File: config.mk
export PLATFORM = sky130hd
export DESIGN_NAME = cordic_credit_buffer_flat
export DESIGN_NICKNAME = d
export VERILOG_FILES = /design/src/rtl/cordic_pkg.sv /design/src/rtl/cordic_credit_buffer_if.sv /design/src/rtl/cordic_buf_mem.sv /design/src/rtl/cordic_credit_buffer.sv /design/src/flat_wrapper.sv
export SDC_FILE = /design/constraint.sdc
export NUM_CORES = 1
export LEC_CHECK = 0
export ABC_AREA = 1
export BUFFER_PORTS_ARGS = -buffer_cell sky130_fd_sc_hd__buf_2
export CAP_MARGIN = 20
export CORE_ASPECT_RATIO = 0.6
export CORE_MARGIN = 2
export CORE_UTILIZATION = 26
export DETAILED_ROUTE_END_ITERATION = 10
export GPL_ROUTABILITY_DRIVEN = 0
export RECOVER_POWER = 25
export SETUP_SLACK_MARGIN = 0.05
export SYNTH_ARGS = -nofsm -noshare
export SYNTH_HDL_FRONTEND = slang
export SYNTH_SLANG_ARGS = --single-unit
export TNS_END_PERCENT = 1
File: constraint.sdc
create_clock -name clock -period 2.8 [get_ports clock]
set_input_delay 0.28 -clock clock [delete_from_list [all_inputs] [get_ports clock]]
set_output_delay 0.28 -clock clock [all_outputs]
set_load 0.02 [all_outputs]
File: src/rtl/cordic_pkg.sv
// Purpose: shared types and constants for the CORDIC result credit buffer.
// Latency: n/a (declarations only).
// Backpressure: n/a (declarations only).
package cordic_pkg;
   // Q4.8 result: 4 integer bits (sign included) and 8 fractional bits.
   localparam int CORDIC_VALUE_WIDTH = 12;
   localparam int CORDIC_FRAC_BITS   = 8;
   localparam int CORDIC_ID_WIDTH    = 8;

   typedef logic signed [CORDIC_VALUE_WIDTH-1:0] value_t;
endpackage

File: src/rtl/cordic_credit_buffer_if.sv
// Purpose: issue credit, pipeline result and consumer handshake bundle.
// Latency: n/a (wires only).
// Backpressure: only the out_valid/out_ready leg can stall; results cannot.
interface cordic_credit_buffer_if
   import cordic_pkg::*;
#(
   parameter int ID_WIDTH    = CORDIC_ID_WIDTH,
   parameter int VALUE_WIDTH = CORDIC_VALUE_WIDTH
) ();
   logic                          issue_req;
   logic                          issue_gnt;
   logic                          in_valid;
   logic signed [VALUE_WIDTH-1:0] in_value;
   logic [ID_WIDTH-1:0]           in_id;
   logic                          out_valid;
   logic                          out_ready;
   logic signed [VALUE_WIDTH-1:0] out_value;
   logic [ID_WIDTH-1:0]           out_id;

   // Upstream issuer, pipeline output and ray consumer as seen from outside.
   modport master (
      output issue_req, input issue_gnt,
      output in_valid, output in_value, output in_id,
      input out_valid, output out_ready, input out_value, input out_id
   );

   // The buffer itself.
   modport slave (
      input issue_req, output issue_gnt,
      input in_valid, input in_value, input in_id,
      output out_valid, input out_ready, output out_value, output out_id
   );
endinterface

File: src/rtl/cordic_buf_mem.sv
// Purpose: DEPTH x WIDTH storage, one synchronous write port, one async read port.
// Latency: write visible on read port the cycle after wr_en.
// Backpressure: none; the caller decides when writes happen.
module cordic_buf_mem
   import cordic_pkg::*;
#(
   parameter int DEPTH = 16,
   parameter int WIDTH = CORDIC_VALUE_WIDTH + CORDIC_ID_WIDTH
) (
   input  logic                     clock,
   input  logic                     wr_en,
   input  logic [$clog2(DEPTH)-1:0] wr_addr,
   input  logic [WIDTH-1:0]         wr_data,
   input  logic [$clog2(DEPTH)-1:0] rd_addr,
   output logic [WIDTH-1:0]         rd_data
);
   logic [WIDTH-1:0] mem [DEPTH];

   // Storage carries no reset; validity is tracked by the level counter.
   always_ff @(posedge clock) begin
      if (wr_en) mem[wr_addr] <= wr_data;
   end

   assign rd_data = mem[rd_addr];
endmodule

File: src/rtl/cordic_credit_buffer.sv
// Purpose: credit-gated output FIFO behind the fixed-latency CORDIC pipeline (optional tag check: CORDIC_BUF_ID_CHECK_EN).
// Latency: in_valid -> out_valid 1 cycle, FWFT head, no bypass.
// Backpressure: results are never stalled; issue_gnt withholds credit so every in-flight op has a slot.
module cordic_credit_buffer
   import cordic_pkg::*;
#(
   parameter int ID_WIDTH    = CORDIC_ID_WIDTH,
   parameter int VALUE_WIDTH = CORDIC_VALUE_WIDTH,
   parameter int DEPTH       = 16
) (
   input  logic                   clock,
   input  logic                   reset,
   cordic_credit_buffer_if.slave  bus,
   output logic [$clog2(DEPTH):0] level,
   output logic                   proto_err,
   output logic                   id_err
);
   localparam int AW = $clog2(DEPTH);
   localparam logic [AW:0]   DEPTH_L = (AW+1)'(DEPTH);
   localparam logic [AW:0]   ONE_L   = (AW+1)'(1);
   localparam logic [AW-1:0] PTR_ONE = AW'(1);

   logic [AW-1:0] wr_ptr, rd_ptr;
   logic [AW:0]   inflight;
   logic [AW+1:0] committed;
   logic          full, empty, pop, push, stray, ret, gnt;
   logic [ID_WIDTH+VALUE_WIDTH-1:0] rd_data;

   // Credits come from registered state only: a pop frees a slot for the next cycle, never this one.
   assign committed = {1'b0, level} + {1'b0, inflight};
   assign gnt       = !reset && bus.issue_req && (committed < (AW+2)'(DEPTH));
   assign bus.issue_gnt = gnt;

   assign full  = (level == DEPTH_L);
   assign empty = (level == '0);
   assign pop   = !empty && bus.out_ready;
   // A full buffer can still take a result when the head leaves in the same cycle.
   assign push  = bus.in_valid && (!full || pop);
   // A result with nothing in flight is a protocol fault; it is still stored but returns no credit.
   assign stray = bus.in_valid && (inflight == '0);
   assign ret   = bus.in_valid && !stray;

   cordic_buf_mem #(
      .DEPTH (DEPTH),
      .WIDTH (ID_WIDTH + VALUE_WIDTH)
   ) u_mem (
      .clock   (clock),
      .wr_en   (push),
      .wr_addr (wr_ptr),
      .wr_data ({bus.in_id, bus.in_value}),
      .rd_addr (rd_ptr),
      .rd_data (rd_data)
   );

   assign bus.out_valid = !empty;
   assign bus.out_value = empty ? '0 : rd_data[VALUE_WIDTH-1:0];
   assign bus.out_id    = empty ? '0 : rd_data[ID_WIDTH+VALUE_WIDTH-1:VALUE_WIDTH];

   // Pointer, occupancy, credit and sticky protocol-fault bookkeeping.
   always_ff @(posedge clock or posedge reset) begin
      if (reset) begin
         wr_ptr    <= '0;
         rd_ptr    <= '0;
         level     <= '0;
         inflight  <= '0;
         proto_err <= 1'b0;
      end else begin
         if (push) wr_ptr <= wr_ptr + PTR_ONE;
         if (pop)  rd_ptr <= rd_ptr + PTR_ONE;
         case ({push, pop})
            2'b10:   level <= level + ONE_L;
            2'b01:   level <= level - ONE_L;
            default: level <= level;
         endcase
         case ({gnt, ret})
            2'b10:   inflight <= inflight + ONE_L;
            2'b01:   inflight <= inflight - ONE_L;
            default: inflight <= inflight;
         endcase
         if (stray || (bus.in_valid && full && !pop)) proto_err <= 1'b1;
      end
   end

`ifdef CORDIC_BUF_ID_CHECK_EN
   logic [ID_WIDTH-1:0] exp_id;

   // Results must come back in issue order; every arriving result advances the expected tag.
   always_ff @(posedge clock or posedge reset) begin
      if (reset) begin
         exp_id <= '0;
         id_err <= 1'b0;
      end else if (bus.in_valid) begin
         exp_id <= exp_id + ID_WIDTH'(1);
         if (bus.in_id != exp_id) id_err <= 1'b1;
      end
   end
`else
   assign id_err = 1'b0;
`endif
endmodule
File: src/flat_wrapper.sv
// flat-port wrapper written by rule: the top's interface ports become plain ports
module cordic_credit_buffer_flat import cordic_pkg::*;
#(
   parameter int ID_WIDTH    = CORDIC_ID_WIDTH,
   parameter int VALUE_WIDTH = CORDIC_VALUE_WIDTH,
   parameter int DEPTH       = 16
)
  (clock, reset, level, proto_err, id_err, bus_issue_req, bus_issue_gnt, bus_in_valid, bus_in_value, bus_in_id, bus_out_valid, bus_out_ready, bus_out_value, bus_out_id);
  cordic_credit_buffer_if #(.ID_WIDTH(ID_WIDTH), .VALUE_WIDTH(VALUE_WIDTH)) bus_i ();
  input  logic clock;
  input  logic reset;
  output logic [$clog2(DEPTH):0] level;
  output logic proto_err;
  output logic id_err;
  input wire logic [$bits(bus_i.issue_req)-1:0] bus_issue_req;
  output wire logic [$bits(bus_i.issue_gnt)-1:0] bus_issue_gnt;
  input wire logic [$bits(bus_i.in_valid)-1:0] bus_in_valid;
  input wire logic [$bits(bus_i.in_value)-1:0] bus_in_value;
  input wire logic [$bits(bus_i.in_id)-1:0] bus_in_id;
  output wire logic [$bits(bus_i.out_valid)-1:0] bus_out_valid;
  input wire logic [$bits(bus_i.out_ready)-1:0] bus_out_ready;
  output wire logic [$bits(bus_i.out_value)-1:0] bus_out_value;
  output wire logic [$bits(bus_i.out_id)-1:0] bus_out_id;
  assign bus_i.issue_req = bus_issue_req;
  assign bus_issue_gnt = bus_i.issue_gnt;
  assign bus_i.in_valid = bus_in_valid;
  assign bus_i.in_value = bus_in_value;
  assign bus_i.in_id = bus_in_id;
  assign bus_out_valid = bus_i.out_valid;
  assign bus_i.out_ready = bus_out_ready;
  assign bus_out_value = bus_i.out_value;
  assign bus_out_id = bus_i.out_id;
  cordic_credit_buffer #(.ID_WIDTH(ID_WIDTH), .VALUE_WIDTH(VALUE_WIDTH), .DEPTH(DEPTH)) u_core (.clock(clock), .reset(reset), .bus(bus_i), .level(level), .proto_err(proto_err), .id_err(id_err));
endmodule
# Word level (Yosys, flattened, before mapping)
# Memory sizes are Yosys's and may differ from the RTL's.
# Cells that the tools add are included.
# op_classes
n_reduce_logical	19
n_lt_le_gt_ge	1
div_mod_pow	0
n_mul	0
n_bitwise	0
eq_ne	5
shift	0
addsub	7
muxes	6
# op_table
op	n
5-bit one-hot mux with 2 select lines	2
12-bit two-way mux	1
5-bit by 1-bit adder with 5-bit output (second input constant)	2
5-bit zero test	2
5-bit by 1-bit subtractor with 5-bit output (second input constant)	2
4-bit by 1-bit adder with 4-bit output (second input constant)	2
1-bit logical AND	8
8-bit two-way mux	1
5-bit by 5-bit adder with 6-bit output	1
6-bit by 5-bit less-than comparator with 1-bit output (second input constant)	1
5-bit == test (second input constant)	1
1-bit zero test	5
2-bit by 1-bit == test with 1-bit output (second input constant)	2
2-bit == test (second input constant)	2
2-bit nonzero test	2
1-bit logical OR	2
1-bit two-way mux	2
# word_totals
register_bits	19
inputBits	25
mem_count	1
ramBits	320
romBits	0
latchBits	0
# mem_list
name	depth	word_bits	rd	rd_clocked_by_memory_dff	wr	line	text
u_core.u_mem.mem	16	20	1	0	1	cordic_buf_mem.sv:17	logic [WIDTH-1:0] mem [DEPTH];

# Logic depth before layout (Yosys ltp)
# Gate-level depths: netlist of the first run.
# depth
word_depth	7
mapped_depth	14
mapped_depth_nobuf	14

# Hierarchy
# A second synthesis of the first run with hierarchy kept.
# hier_totals
cells_unflattened	1502
area_unflattened_um2	15234.6
# modules_own_cells
module	area_each_um2	cells_each	instances	seq_area_each_um2
cordic_buf_mem	13792.0	1316	1	9609.2
cordic_credit_buffer	1442.6	186	1	475.5

# Worst setup path after synthesis of the first run
# No wires, ideal clock.
# synth_path
kind	register to register
startpoint	register u_core.level[1]
endpoint	register u_core.inflight[4]
stages_incl_launch_ff	15
t_arrival_ps	2732
t_required_ps	2735
setup_ps	65
setup_slack_ps	4
path_cell_list	dfrtp_1 -> ha_1 -> nand2_1 -> o21bai_1 -> a21o_1 -> a21oi_1 -> inv_1 -> ha_1 -> fa_1 -> nand2_1 -> nand2_1 -> a21oi_1 -> xor2_1 -> nand2_1 -> nand2_1
# synth_between
elab_chain_cells	5
word_cells_on_any_way	7
classes_between	1 x add/sub; 1 x order compare; 2 x eq/ne; 1 x mux; 2 x reduce/logical
# synth_rtl
item	line	text
start: declaration	cordic_credit_buffer.sv:14	output logic [$clog2(DEPTH):0] level,
start signal: assignment	cordic_credit_buffer.sv:71	2'b10: level <= level + ONE_L;
start signal: assignment	cordic_credit_buffer.sv:72	2'b01: level <= level - ONE_L;
start signal: assignment	cordic_credit_buffer.sv:73	default: level <= level;
5-bit by 5-bit adder with 6-bit output (*)	cordic_credit_buffer.sv:30	assign committed = {1'b0, level} + {1'b0, inflight};
6-bit by 5-bit less-than comparator with 1-bit output (*)	cordic_credit_buffer.sv:31	assign gnt = !reset && bus.issue_req && (committed < (AW+2)'(DEPTH));
1-bit logical AND (*)	cordic_credit_buffer.sv:31	
named net bus_issue_gnt	flat_wrapper.sv:16	output wire logic [$bits(bus_i.issue_gnt)-1:0] bus_issue_gnt;
2-bit by 1-bit == test with 1-bit output or 2-bit == test (tied branches)	cordic_credit_buffer.sv:75	case ({gnt, ret})
5-bit one-hot mux with 2 select lines or 2-bit nonzero test (tied branches)	--	
end signal: assignment	cordic_credit_buffer.sv:76	2'b10: inflight <= inflight + ONE_L;
end signal: assignment	cordic_credit_buffer.sv:77	2'b01: inflight <= inflight - ONE_L;
end signal: assignment	cordic_credit_buffer.sv:78	default: inflight <= inflight;
end: declaration	cordic_credit_buffer.sv:24	logic [AW:0] inflight;
# Mark *: on every way through the listed nets, which the timed path passes. The rest lies on a longest branch.
# A chain may end at the register's enable or synchronous reset.

# Worst setup path in the final report of the first run
# layout_path
startpoint	register u_core.rd_ptr[0]
endpoint	output bus_out_value[10]
# layout_between
elab_chain_cells	2
# layout_rtl
item	line	text
start: declaration	cordic_credit_buffer.sv:23	logic [AW-1:0] wr_ptr, rd_ptr;
start signal: assignment	cordic_credit_buffer.sv:69	if (pop) rd_ptr <= rd_ptr + PTR_ONE;
memory read 16 x 20 bit	--	
12-bit two-way mux	cordic_credit_buffer.sv:56	assign bus.out_value = empty ? '0 : rd_data[VALUE_WIDTH-1:0];
end: declaration	flat_wrapper.sv:22	output wire logic [$bits(bus_i.out_value)-1:0] bus_out_value;
# Every way passes these cells.

==> metrics.yaml, run 1 <==
synthesis:
  yosysWarnings: 0
  synthTopCellsByArea: "edfxtp_1 (68%), nand2_1 (12%), nand3_1 (8.8%), dfrtp_1 (3.4%), ha_1 (1.5%)"
  synthSimpleGateAreaFrac: 0.2137
  yosysTopAreaCellShare: 0.6779
  synth_seq_cells: 339
  syn_area_um2: 14170
  synth-xor-area-share: 0.006179
  avgSynthCellArea_um2: 11.62
  synth-edff-count: 320
  yosysUniqueCellTypes: 28
  synthCells: 1220
  yosysSeqAreaShare: 0.7114
  synth-adder-area-share: 0.01783
  muxShareOfSynthArea: 0
  synth_compound_area_frac: 0.01315
  ys_top_cells_by_count: "nand2_1 (441), edfxtp_1 (320), nand3_1 (250)"
  ys.flop_type: "edfxtp_1"
  yosysMostFrequentCell: "nand2_1"
  synth_top_family_by_area: "simple AND/OR/NAND/NOR gates"
  async_flop_share: 0.05605
  syn_nets: 1264
  yosysTopAreaCell: "edfxtp_1"
global_route:
  grt_pass1_wl_um: 56260
  grt_usage: 0.1318
  antenna_found_initial: 0
  grt_max_degree: 83
  grt_pass1_vias: 8856
  grt_overflow: 0
sta:
  finalCritPeriodShare: 0.9696
  tightest_slew_ns: 0.7489
  hold_viol_final: 0
  tns_ns: 0
  holdWs_ns: 0.03603
  skew_ns: 0.02301
  finalWorstSetupSlack_ns: 0.08498
  finalSetupViolCount: 0
  drv_slew: 0
  rsz0062_at_grt: "yes"
  layout_min_cycle_time_ns: 2.715
  slew_headroom: 0.5002
  fmax_mhz: 368.3
die:
  dieArea_um2: 56460
  initial_core_util: 0.2625
  std_cell_rows: 66
  ioPinCount: 54
  die_width_um: 305.4
  die_h_um: 184.9
  core_region_area_um2: 54010
clock_network:
  cts_setup_buffers: 0
  root_buffer: "clkbuf_16"
  clock_path_buffers: 3
  clk_pin_slew_ns: 0.06
  cts_tree: "done"
  htree_levels: 2
  cts_inserted_buffers: 35
  clock_latency_ns: 0.54
  numClockSinks: 339
critical_path:
  r2r-end: "u_core.inflight[4]$_DFFE_PP0P_"
  path_max_fanout: 29
  r2r_setup_slack_ns: 0.25
  critical_path_class: "reg2out"
  end_kind: "output pin"
  reg2reg_depth: 14
  timing.rr.start: "u_core.inflight[1]$_DFFE_PP0P_"
  critPathRequiredTime_ns: 2.52
  critPathArrivalTime_ns: 2.44
  start_kind: "flip-flop"
power_and_ir_drop:
  vdd_drop_max_mv: 0.6140
  p_leak_uw: 0.006121
  p_per_area_nw_per_um2: 1081
detailed_routing:
  ant_nets: 0
  drt_wl_total_um: 38240
  viasPerCell: 4.633
  drtIter0Drc: 1111
  avgRoutedWirePerCell_um: 18.87
  via_count: 9392
  drtPass1Iterations: 5
  drc: 0
final_layout:
  fin_util: 0.3089
  area_growth_pct: 17.71
  finalNetCount: 1332
  drive_gt1_frac: 0.1288
place:
  place_ws_ns: 0.2561
  io_buffers: 52
  hpwlAfterDp_um: 21180
flow_run:
  cap_violations: 0
outcome:
  outcome: "finished, final reports clean"
worst_hold_path:
  hp-start: "bus_in_valid"
  worst_hold_path_type: "in2reg"
  hold_depth: 3
  hold_path_end: "u_core.proto_err$_DFFE_PP0P_"
## per-layer routing
layer	vias up	part of all wire	GRT usage
li1	4383	-	-
met1	4623	0.45	0.1880
met2	334	0.46	0.2093
met3	52	0.071	0.02082
met4	0	0.019	0.03409
met5	-	0	0
## repair_timing
action	CTS	global route
resized for setup	1	15
hold buffers	1	0
hold endpoints to repair	19	0
endpoints found under the setup margin	6	13
gates cloned	0	4
## area by class of cell
class / instances / area [µm²]
inverter: 26 / 102.6
antenna: 1 / 2.502
multi-input combinational: 786 / 3651
fill: 5464 / 37320
clock inverter: 20 / 138.9
tap: 714 / 893.4
sequential: 339 / 10090
clock buffer: 41 / 919.6
timing repair buffer: 100 / 885.9
## layout by cell type (no fill, tap or decap), types with 2 or more instances in the layout
master,netlist,routed
nand3_1,250,250
nor3_1,2,2
clkinv_1,0,9
inv_2,2,2
buf_12,1,10
xnor2_1,4,4
inv_1,23,23
clkinv_2,0,5
clkbuf_16,0,40
buf_2,26,39
a21oi_1,24,13
clkbuf_1,10,18
nor2_2,0,17
or2_2,2,2
dfrtp_2,0,2
a21oi_2,0,10
buf_16,0,4
edfxtp_1,320,320
ha_1,17,17
inv_6,1,3
o21ai_0,9,9
dfrtp_1,19,16
xor2_1,6,6
nand2_1,441,441
fa_1,2,2
buf_4,10,28
nor2_1,23,6
## critical path, cell delays in order (launching register included)
cell	delay (ns)
dfrtp_4	0.56
inv_6	0.20
clkbuf_16	0.26
nand2_1	0.07
nand3_1	0.07
nand3_1	0.10
nand2_1	0.08
nand2_1	0.05
a21oi_1	0.29
buf_2	0.23
## worst max path at each step
stage                                          end                           start  depth (start not counted)  slack [ns]
global placement    u_core.inflight[4]$_DFFE_PP0P_  u_core.inflight[1]$_DFFE_PP0P_                         14        0.26
floorplan           u_core.inflight[4]$_DFFE_PP0P_     u_core.level[1]$_DFFE_PP0P_                         14        0.13
CTS                               bus_out_value[6]    u_core.rd_ptr[0]$_DFFE_PP0N_                          9       0.006
finish                           bus_out_value[10]    u_core.rd_ptr[0]$_DFFE_PP0N_                          9        0.08
global route                         bus_out_id[1]    u_core.rd_ptr[0]$_DFFE_PP0N_                          9      -0.007
detailed placement  u_core.inflight[4]$_DFFE_PP0P_  u_core.inflight[1]$_DFFE_PP0P_                         14        0.26
## stage by stage
step	instance area, µm²	std cells	total power, µW
floorplan	14180	1220	10980
global placement	15450	1960	13280
detailed placement	15450	1960	13390
CTS	16520	2022	17790
global route	16680	2026	19150
finish	16680	2027	18040
## flip-flops by register name (all words and copies together), names as in the netlist
| register | flops |
|---|---|
| u_core.level | 5 |
| u_core.u_mem.mem | 320 |
| u_core.proto_err | 1 |
| u_core.rd_ptr | 4 |
| u_core.wr_ptr | 4 |
| u_core.inflight | 5 |
## report_power, final
group / switching, µW / total (µW) / internal [µW] / leakage [µW]
sequential: 301 / 6440 / 6130 / 0.00311
clock: 1920 / 4370 / 2450 / 0.000518
combinational: 4940 / 7240 / 2300 / 0.00249
total: 7160 / 18000 / 10900 / 0.00612
## kinds of logic (layout without fill, tap and decap cells)
family | count (synthesis) | in the layout
DFF | 339 | 339
buffers and inverters | 95 | 187
other | 1 | 2
adders and majority gates | 19 | 19
and+or+nand+nor | 720 | 720
AOI/OAI and AO/OA | 36 | 36
xor gates and xnor gates | 10 | 10
Note: power is estimated with default switching activity, not from simulation.
==> run 2: changes to the inputs <==
--- a/config.mk
+++ b/config.mk
@@ -8,11 +8,11 @@
 export ABC_AREA = 1
 export BUFFER_PORTS_ARGS = -buffer_cell sky130_fd_sc_hd__buf_2
 export CAP_MARGIN = 20
-export CORE_ASPECT_RATIO = 0.6
 export CORE_MARGIN = 2
 export CORE_UTILIZATION = 26
 export DETAILED_ROUTE_END_ITERATION = 10
 export GPL_ROUTABILITY_DRIVEN = 0
+export HOLD_SLACK_MARGIN = 0.06
 export RECOVER_POWER = 25
 export SETUP_SLACK_MARGIN = 0.05
 export SYNTH_ARGS = -nofsm -noshare
==> metrics.yaml, run 2 (synthesis gave the netlist of run 1 again) <==
global_route:
  grt_pass1_vias: 8916  # +0.68%
  antenna_found_initial: 3  # +3
  grt_max_degree: 82  # -1.2%
  grt_usage: 0.1302  # -0.001693
  grt_overflow: 0  # unchanged
  grt_pass1_wl_um: 55430  # -1.5%
final_layout:
  seq_area_um2: 10090  # unchanged
  largest_register_ff_count: 320  # unchanged
  fillCellCount: 5415  # -0.90%
  reg.largest.list: "u_core.u_mem.mem: 320 flops, u_core.inflight: 5 flops, u_core.level: 5 flops"
  finalNetCount: 1344  # +0.90%
  area_growth_pct: 17.47
  final_cell_mix: "nand2_1 (441), edfxtp_1 (320), nand3_1 (250)"
  diodes: 0  # -1
  drive_gt1_frac: 0.1297  # +0.0009311
  multi_input_area_um2: 3625  # -0.72%
  top_register: "u_core.u_mem.mem"
  final_common_cell: "nand2_1"
detailed_routing:
  drtIter0Drc: 821  # -26%
  drt_wl_total_um: 37330  # -2.4%
  ant_nets: 0  # unchanged
  viasPerCell: 4.658  # +0.53%
  drc: 0  # unchanged
  via_count: 9381  # -0.12%
  drtPass1Iterations: 5  # unchanged
  avgRoutedWirePerCell_um: 18.53  # -1.8%
die:
  die_h_um: 237.5  # +28%
  die_width_um: 237.5  # -22%
  initial_core_util: 0.2634  # +0.0009398
  ioPinCount: 54  # unchanged
  std_cell_rows: 85  # +29%
  core_region_area_um2: 53810  # -0.36%
  dieArea_um2: 56400  # -0.11%
place:
  hpwlAfterDp_um: 20190  # -4.7%
  io_buffers: 52  # unchanged
  place_ws_ns: 0.2507  # -0.005428 ns
sta:
  hold_viol_final: 0  # unchanged
  tightest_slew_ns: 0.7610  # +0.01216 ns
  finalWorstSetupSlack_ns: 0.06889  # -0.01609 ns
  layout_min_cycle_time_ns: 2.731  # +0.01609 ns
  skew_ns: 0.01441  # -0.008602 ns
  fmax_mhz: 366.2  # -0.59%
  slew_headroom: 0.4921  # -0.008118
  rsz0062_at_grt: "yes"
  drv_slew: 0  # unchanged
  tns_ns: 0  # unchanged
  finalCritPeriodShare: 0.9754  # +0.005747
  finalSetupViolCount: 0  # unchanged
clock_network:
  numClockSinks: 339  # unchanged
  clock_path_buffers: 3  # unchanged
  htree_levels: 2  # unchanged
  root_buffer: "clkbuf_16"
  cts_inserted_buffers: 37  # +5.7%
  clock_latency_ns: 0.53  # about the same
  cts_tree: "done"
  clk_pin_slew_ns: 0.06  # about the same
power_and_ir_drop:
  p_comb_frac: 0.387  # -0.014
  p_leak_uw: 0.006154  # +0.54%
  p_sw_frac: 0.3857  # -0.01118
  clock_power_share: 0.257  # +0.015
  switching_power_uw: 6923  # -3.3%
  seqPwrFrac: 0.356  # about the same
  p_per_area_nw_per_um2: 1078  # -0.31%
  power.internal_uw: 11030  # +1.3%
  vdd_drop_max_mv: 0.9099  # +48%
critical_path:
  r2r_setup_slack_ns: 0.25  # about the same
  reg2reg_depth: 14  # unchanged
  cp_top_family: "buffers and inverters"
  end_kind: "output pin"
  r2r-end: "u_core.inflight[4]$_DFFE_PP0P_"
  timing.rr.start: "u_core.inflight[1]$_DFFE_PP0P_"
  critPathRequiredTime_ns: 2.52  # about the same
  path_max_fanout: 40  # +38%
  path_buf_inv: 3  # unchanged
  cpMaxStageDelayCell: "dfrtp_4"
  cp.depth: 9  # unchanged
  critPathMostFrequentCell: "nand2_1"
  cpPeakStageDelay_ns: 0.54  # -0.02 ns
  critPathArrivalTime_ns: 2.45  # about the same
  crit_chain: "buf_4 -> clkbuf_16 -> nand2_1 -> nand3_1 -> nand3_1 -> nand2_1 -> nand2_1 -> a21oi_2 -> buf_2"
  critical_path_class: "reg2out"
  start_kind: "flip-flop"
flow_run:
  cap_violations: 0  # unchanged
worst_hold_path:
  hold_depth: 3  # unchanged
  hp-start: "bus_out_ready"
  hold_path_end: "u_core.rd_ptr[0]$_DFFE_PP0N_"
  worst_hold_path_type: "in2reg"
outcome:
  outcome: "finished, final reports clean"
run 2: cell count changes in the layout (fill, tap and decap cells not counted), moves of 2 or more:
cell / previous run / this run
buf_4: 28 / 45
clkinv_1: 9 / 1
buf_12: 10 / 4
clkbuf_1: 18 / 24
a21oi_1: 13 / 18
buf_2: 39 / 34
a21oi_2: 10 / 6
bufinv_16: 1 / 3
run 2: per-stage QoR:
stage | cells | area (µm²) | hold slack [ns] | power [µW] | util
after detailed placement | 1951 | 15410 | 0.4574 | 13170 | 0.2863
final | 2014 | 16650 | 0.08818 | 17950 | 0.3094
after global routing | 2014 | 16650 | 0.1015 | 19020 | 0.3094
after floorplan | 1220 | 14180 | 0.2311 | 10980 | -
after global placement | 1951 | 15410 | 0.4437 | 13060 | 0.2863
after CTS | 2010 | 16570 | 0.06748 | 17880 | 0.3078
run 2: repair_timing:
action | in CTS | in global routing
endpoints found under the setup margin | 14 | 16
endpoints found under the hold margin | 20 | 0
resized for setup | 7 | 10
hold buffers | 2 | 0
buffers inserted | 0 | 1
gates cloned | 0 | 3
run 2: layout make-up:
cell class / count / area share
Clock inverter: 12 / 0.009092
Inverter: 26 / 0.006613
Multi-Input combinational cell: 786 / 0.2177
Timing Repair inverter: 1 / 0.0005260
Sequential cell: 339 / 0.6060
Timing Repair Buffer: 109 / 0.05035
Tap cell: 696 / 0.05230
Clock buffer: 45 / 0.05741
run 2: routing by layer:
metal / GRT usage / vias to the layer above / part of all wire
li1: - / 4390 / -
met1: 0.1818 / 4625 / 0.45
met2: 0.2054 / 293 / 0.46
met3: 0.02439 / 67 / 0.060
met4: 0.03945 / 6 / 0.022
met5: 0 / - / 0.0010
run 2: worst max path at each step:
stage / from / endpoint / slack, ns
after floorplan: u_core.level[1]$_DFFE_PP0P_ / u_core.inflight[4]$_DFFE_PP0P_ / 0.13
after global placement: u_core.inflight[1]$_DFFE_PP0P_ / u_core.inflight[4]$_DFFE_PP0P_ / 0.24
after detailed placement: u_core.inflight[1]$_DFFE_PP0P_ / u_core.inflight[4]$_DFFE_PP0P_ / 0.25
after CTS: u_core.rd_ptr[0]$_DFFE_PP0N_ / bus_out_id[0] / 0.03
after global routing: u_core.rd_ptr[0]$_DFFE_PP0N_ / bus_out_value[7] / 0.01
final: u_core.rd_ptr[0]$_DFFE_PP0N_ / bus_out_id[2] / 0.07
run 2: power by group through the flow:
| stage | clock network (µW) | logic (µW) | registers, µW |
|---|---|---|---|
| 2_1_floorplan | 0 | 4510 | 6470 |
| 3_3_place_gp | 0 | 6600 | 6460 |
| 6_report | 4610 | 6940 | 6390 |
| 4_1_cts | 4720 | 6770 | 6390 |
| 3_5_place_dp | 0 | 6690 | 6480 |
| 5_1_grt | 4920 | 7660 | 6440 |
run 2: worst reg2reg max path, delay by kind of cell (launching register included):
family / cells / cell delay (ns)
fa+ha+maj: 3 / 0.97
compound gates: 4 / 0.51
flops: 1 / 0.43
simple gates: 5 / 0.34
xor+xnor: 1 / 0.17
buf+inv: 1 / 0.06
